File: src/rtl/seq_mult_pkg.sv
// Shared types and constants for the 16-bit shift-add multiplier.
// Also holds the 4-bit carry-lookahead helper used by the adder.
package seq_mult_pkg;

   localparam int WIDTH       = 16;
   localparam int CALC_CYCLES = 16;

   typedef enum logic [1:0] {
      IDLE = 2'd0,
      CALC = 2'd1,
      DONE = 2'd2
   } state_t;

   // Returns {c4, c3, c2, c1} for one lookahead block.
   function automatic logic [3:0] cla4(
      input logic [3:0] g,
      input logic [3:0] p,
      input logic       c0
   );
      logic [3:0] c;
      c[0] = g[0] | (p[0] & c0);
      c[1] = g[1] | (p[1] & g[0]) | (p[1] & p[0] & c0);
      c[2] = g[2] | (p[2] & g[1]) | (p[2] & p[1] & g[0])
           | (p[2] & p[1] & p[0] & c0);
      c[3] = g[3] | (p[3] & g[2]) | (p[3] & p[2] & g[1])
           | (p[3] & p[2] & p[1] & g[0])
           | (p[3] & p[2] & p[1] & p[0] & c0);
      return c;
   endfunction

endpackage

File: src/rtl/seq_multiplier_16bit_cla.sv
// Two-level 16-bit carry-lookahead adder: four 4-bit blocks
// whose group generate/propagate feed a second lookahead stage.
module CLA_16bit_Adder
   import seq_mult_pkg::*;
(
   input  logic [15:0] a,
   input  logic [15:0] b,
   input  logic        cin,
   output logic [15:0] sum,
   output logic        cout
);

   logic [15:0] g;
   logic [15:0] p;
   logic [15:0] c;
   logic [3:0]  gg;
   logic [3:0]  gp;
   logic [3:0]  gc;
   logic [3:0]  t;
   logic        ci;

   always_comb begin
      g  = a & b;
      p  = a ^ b;
      c  = '0;
      gg = '0;
      gp = '0;
      t  = '0;
      ci = 1'b0;
      for (int i = 0; i < 4; i++) begin
         t     = cla4(g[4*i +: 4], p[4*i +: 4], 1'b0);
         gg[i] = t[3];
         gp[i] = &p[4*i +: 4];
      end
      gc = cla4(gg, gp, cin);
      for (int i = 0; i < 4; i++) begin
         ci = (i == 0) ? cin : gc[i-1];
         t  = cla4(g[4*i +: 4], p[4*i +: 4], ci);
         c[4*i]           = ci;
         c[4*i + 1 +: 3]  = t[2:0];
      end
      sum  = p ^ c;
      cout = gc[3];
   end

endmodule

File: src/rtl/seq_multiplier_16bit.sv
// Sequential shift-add unsigned multiplier: one multiplier bit
// per cycle through a single CLA, 18 cycles per operation.
module seq_multiplier_16bit
   import seq_mult_pkg::*;
#(
   parameter int WIDTH = seq_mult_pkg::WIDTH
) (
   input  logic                 clk,
   input  logic                 rst,
   input  logic                 start,
   input  logic [WIDTH-1:0]     a,
   input  logic [WIDTH-1:0]     b,
   output logic                 busy,
   output logic                 done,
   output logic [2*WIDTH-1:0]   product
);

   state_t             state_q, state_d;
   logic [WIDTH-1:0]   mcand_q, mcand_d;
   logic [WIDTH-1:0]   mplr_q, mplr_d;
   logic [WIDTH-1:0]   acc_hi_q, acc_hi_d;
   logic [4:0]         cnt_q, cnt_d;
   logic [2*WIDTH-1:0] product_q, product_d;
   logic               done_q, done_d;

   logic [WIDTH-1:0]   addend;
   logic [WIDTH-1:0]   sum;
   logic               cout;

   assign addend = mplr_q[0] ? mcand_q : '0;

   CLA_16bit_Adder u_cla (
      .a    (acc_hi_q),
      .b    (addend),
      .cin  (1'b0),
      .sum  (sum),
      .cout (cout)
   );

   always_comb begin
      state_d   = state_q;
      mcand_d   = mcand_q;
      mplr_d    = mplr_q;
      acc_hi_d  = acc_hi_q;
      cnt_d     = cnt_q;
      product_d = product_q;
      done_d    = 1'b0;
      unique case (state_q)
         IDLE: begin
            if (start) begin
               mcand_d  = a;
               mplr_d   = b;
               acc_hi_d = '0;
               cnt_d    = '0;
               state_d  = CALC;
            end
         end
         CALC: begin
            // 33-bit right shift of {cout, sum, mplr}
            acc_hi_d = {cout, sum[WIDTH-1:1]};
            mplr_d   = {sum[0], mplr_q[WIDTH-1:1]};
            cnt_d    = cnt_q + 5'd1;
            if (cnt_q == 5'(CALC_CYCLES - 1)) begin
               product_d = {cout, sum, mplr_q[WIDTH-1:1]};
               done_d    = 1'b1;
               state_d   = DONE;
            end
         end
         DONE: begin
            state_d = IDLE;
         end
         default: begin
            state_d = IDLE;
         end
      endcase
   end

   always_ff @(posedge clk or posedge rst) begin
      if (rst) begin
         state_q   <= IDLE;
         mcand_q   <= '0;
         mplr_q    <= '0;
         acc_hi_q  <= '0;
         cnt_q     <= '0;
         product_q <= '0;
         done_q    <= 1'b0;
      end else begin
         state_q   <= state_d;
         mcand_q   <= mcand_d;
         mplr_q    <= mplr_d;
         acc_hi_q  <= acc_hi_d;
         cnt_q     <= cnt_d;
         product_q <= product_d;
         done_q    <= done_d;
      end
   end

   assign busy    = (state_q != IDLE);
   assign done    = done_q;
   assign product = product_q;

endmodule

File: config.mk
export PLATFORM = sky130hd
export DESIGN_NAME = seq_multiplier_16bit
export DESIGN_NICKNAME = d
export VERILOG_FILES = /design/src/rtl/seq_mult_pkg.sv /design/src/rtl/seq_multiplier_16bit_cla.sv /design/src/rtl/seq_multiplier_16bit.sv
export SDC_FILE = /design/constraint.sdc
export NUM_CORES = 1
export LEC_CHECK = 0
export ABC_AREA = 1
export BUFFER_PORTS_ARGS = -buffer_cell sky130_fd_sc_hd__buf_2
export CORE_AREA = 2 2 109 111
export CTS_CLUSTER_SIZE = 40
export DETAILED_ROUTE_END_ITERATION = 6
export DIE_AREA = 0 0 111 113
export SLEW_MARGIN = 30
export SYNTH_ARGS = -nofsm -noshare
export SYNTH_HDL_FRONTEND = slang
export SYNTH_HIERARCHICAL = 1
export SYNTH_SLANG_ARGS = --single-unit
File: constraint.sdc
create_clock -name clk -period 6.7 [get_ports clk]
set_input_delay 1.34 -clock clk [delete_from_list [all_inputs] [get_ports clk]]
set_output_delay 1.34 -clock clk [all_outputs]
set_load 0.1 [all_outputs]
Word level (Yosys, flattened, before mapping) --
Index checks and enable logic that the tools add are counted.
Cells by class: reductions and logical operators 10, mux-type cells 12, shift-type cells 0, div/mod/pow operators 0, multipliers 0, $add $sub $neg 1, bitwise logic cells 102, $lt $le $gt $ge 0, equality and inequality tests 4
Operators by type and width (number):
- 16-bit one-hot mux with 2 select lines | 2
- 1-bit bitwise AND | 60
- 16-bit 2-to-1 mux | 3
- 1-bit bitwise OR | 39
- 16-bit bitwise XOR | 2
- 16-bit bitwise AND | 1
- 4-bit AND reduction | 3
- 5-bit one-hot mux with 2 select lines | 1
- 2-bit AND reduction | 4
- 5-bit by 1-bit adder with 5-bit output, second input constant | 1
- 5-bit by 4-bit == test with 1-bit output, second input constant | 1
- 5-bit 2-to-1 mux | 1
- 2-bit 2-to-1 mux | 2
- 2-bit != test, second input constant | 2
- 2-bit one-hot mux with 2 select lines | 1
- 2-bit nonzero test | 2
- 2-bit by 1-bit == test with 1-bit output, second input constant | 1
- 2-bit logical NOT | 1
- 1-bit 2-to-1 mux | 2
Storage, ports and cells: latch bits 0, memories kept 0, output and inout port bits 34, register bits after elaboration 88, memory bits (read-only) 0, input bits 35, logic and storage cells 136, RAM bits 0

Logic depth before layout (Yosys ltp) --
depth after elaboration 13, gate-level depth with buffers 17, mapped depth without buffers 15

Cells and area by module --
The synthesis kept the hierarchy.
Modules (own cells, without submodules):
- seq_multiplier_16bit | cells an instance 452, seq. area each 2202.1 sq um, area each 3717.3 sq um, times used 1
- CLA_16bit_Adder | cells an instance 119, seq. area each 0.0 sq um, area each 754.5 sq um, times used 1

Worst setup path after synthesis --
OpenSTA, ideal clock, no wires.
path kind register to output, start register state_q[0], end output busy, data arrival time 1.361 ns, path buffers 2, slack 3.999 ns, stages on the path, launching flop included 5, data required time 5.360 ns, cell sequence dfrtp_1 > buf_4 > nor2_2 > buf_2 > inv_1
Between the ends: longest elaborated chain between the ends 1
RTL lines:
- from (decl) | RTL line seq_multiplier_16bit.sv:18 | state_t state_q, state_d;
- from (signal assigned) | RTL line seq_multiplier_16bit.sv:88 | state_q <= state_d;
- 2-bit nonzero test | RTL line seq_multiplier_16bit.sv:98 | assign busy = (state_q != IDLE);
- to (decl) | RTL line seq_multiplier_16bit.sv:13 | output logic busy,
Every way passes these cells.

Final worst setup path --
Ends and elaborated chain as after synthesis.

==> results.cfg <==
[timing]
finalSetupViolations = 0
maxClockFrequency_mhz = 295
rsz0062_at_grt = false
slew_violations = 0
hold_viol = 0
clock_skew_ns = 0.00856
slew_headroom_pct = 43.3
tightest_slew_ns = 0.848
setup_tns_ns = 0
fin_crit_sh_pct = 50.6
hold_ws_ns = 0.471
layout_min_cycle_time_ns = 3.39

[routing]
drt_pass1_iterations = 4
dr_wl_met3_um = 426
top_layer = met4
drc = 0
wl_mm = 9.58
antenna_left = 0
via_per_inst = 4.62
avgRoutedWirePerCell_um = 12.3
wl_met2_mm = 4.44
vias = 3597
met1Wirelength_mm = 4.57
drt-initial-drc-count = 161

[global_route]
grt.overflow.total = 0
first_global_vias = 3580
grtUsageTotal_pct = 16.3
grt_first_pass_wirelength_mm = 16.5
grt_antenna_before_repair = 0
grt_max_degree = 89

[setup_path]
critPathCaptureType = primary output
path_depth = 3
cp_num_buf_inv = 2
cpPeakStageDelay_ns = 0.66
cp_max_fo = 19
crit_arrival_ns = 2.05
required_ns = 5.36
path_class = flop to primary output
path_cells = nor2_2 > inv_1 > buf_2
crit_family = simple AND/OR/NAND/NOR gates
slowest_stage = nor2_2
startpoint_type = flop
reg2regPathDepth = 12

[clock_tree]
cts_buffers = 9
htreeDepth = 3
cts_setup_buffers = 0
cts_sinks = 88
clk_pin_slew_ns = 0.07
root_buffer = clkbuf_16
clockBufferDepth = 2
cts_hold_buffers = 0
cts-resized-gates = 0
clk_latency_ns = 0.35
cts_tree = yes

[job]
cap_violations = 0

[finish]
final_common_cell = nand2_1
nNetsFinal = 687
mostFrequentLayoutCells = nand2_1, dfrtp_1, buf_2
fin_area_um2 = 5220
drive_gt1_share_pct = 16.2
area_delta_synth_final_pct = 16.8
diodes = 0

[run_status]
status = finished, final reports clean

[yosys]
ys_seq_area_share_pct = 49.2
synth_cell_type_count = 28
avgSynthCellArea_um2 = 7.83
synth_area_leaders = dfrtp_1, nand2_1, ha_1, inv_1, nand3_1
yosysWarnings = 6
netlist_instances = 571
synth_seq_cells = 88
syn_area_um2 = 4470
synth_area_leader_cell = dfrtp_1
synth_top_cell_area_share_pct = 49.2

[floorplanning]
die_y_um = 113
start_util_pct = 39.7
die-area_um2 = 12500
rows = 39
core_area_um2 = 11300
die_width_um = 111
io_pins = 69

[placement]
place_congestion = 0.801
post_dp_cell_area_um2 = 4910
hpwl_mm = 6.73
port_buffers = 68

[hold_path]
hold_path_class = flop to flop
whs_path_depth = 2
-- cell type report --
class / count / area, um^2
tap: 143 / 179
multi-input combinational: 398 / 1930
clock inverter: 5 / 62.6
timing repair buffer: 70 / 359
fill: 1092 / 6050
clock buffer: 11 / 253
inverter: 63 / 238
sequential: 88 / 2200
-- cell usage after synthesis --
library cell / n
inv_2: 3
nand2_4: 2
nor2_1: 7
xor2_1: 5
nand2_1: 256
a221oi_1: 2
nor2_2: 2
clkbuf_1: 8
nand2_2: 8
ha_1: 18
buf_1: 1
conb_1: 1
o21ai_1: 1
nand3b_1: 1
a21oi_1: 6
o21bai_1: 1
and2_1: 2
xnor2_1: 2
inv_1: 60
fa_1: 4
buf_4: 3
nand3_1: 40
and3_1: 1
dfrtp_1: 88
nand4_1: 1
o21ai_0: 36
buf_2: 11
or2_0: 1
-- tightest hold or removal path, stage by stage, from the launching register on --
cell	delay (ns)
dfrtp_1	0.34
nand2_1	0.05
nand2_1	0.05
-- sequential cells by signal, indices dropped and copies added (netlist names) --
signal,cells
product,32
acc_hi_q,16
mcand_q,16
mplr_q,16
cnt_q,5
state_q,2
done,1
-- through the flow --
step	util, %	cells	setup slack [ns]
global route	46.3	778	3.13
global placement	43.5	762	3.71
floorplan	-	572	3.08
finish	46.3	778	3.31
detailed placement	43.5	762	3.68
CTS	46.3	778	3.30
-- layer usage --
layer	vias up	global-route usage, %
met4	0	6.08
li1	1881	-
met2	59	26.5
met3	9	3.91
met5	-	0
met1	1648	21.4
-- final timing paths --
check	startpoint	end	slack, ns
setup / recovery	state_q[0]$_DFFE_PP0P_	busy	3.31
hold / removal	product[11]$_DFFE_PP0P_	product[11]$_DFFE_PP0P_	0.47
setup reg to reg	mplr_q[0]$_DFFE_PP0P_	product[24]$_DFFE_PP0P_	4.07
hold reg to reg	product[11]$_DFFE_PP0P_	product[11]$_DFFE_PP0P_	0.47
max in group asynchronous	rst	mplr_q[14]$_DFFE_PP0P_	4.94
min in group asynchronous	rst	product[29]$_DFFE_PP0P_	1.20
-- cells by family (layout without fill, tap and decap cells) --
kind of cell / after synthesis / count (layout) / share of synthesized area [%]
simple gates: 321 / 321 / 29.3
other cells: 1 / 2 / 0.0839
xor+xnor: 7 / 7 / 1.37
compound gates: 46 / 46 / 5.37
fa+ha+maj: 22 / 22 / 6.83
buf+inv: 86 / 149 / 7.78
flops: 88 / 88 / 49.2
Power is left out: the tool's default activity adds up to more than one toggle a clock period on the data nets, which glitch-free logic cannot reach.
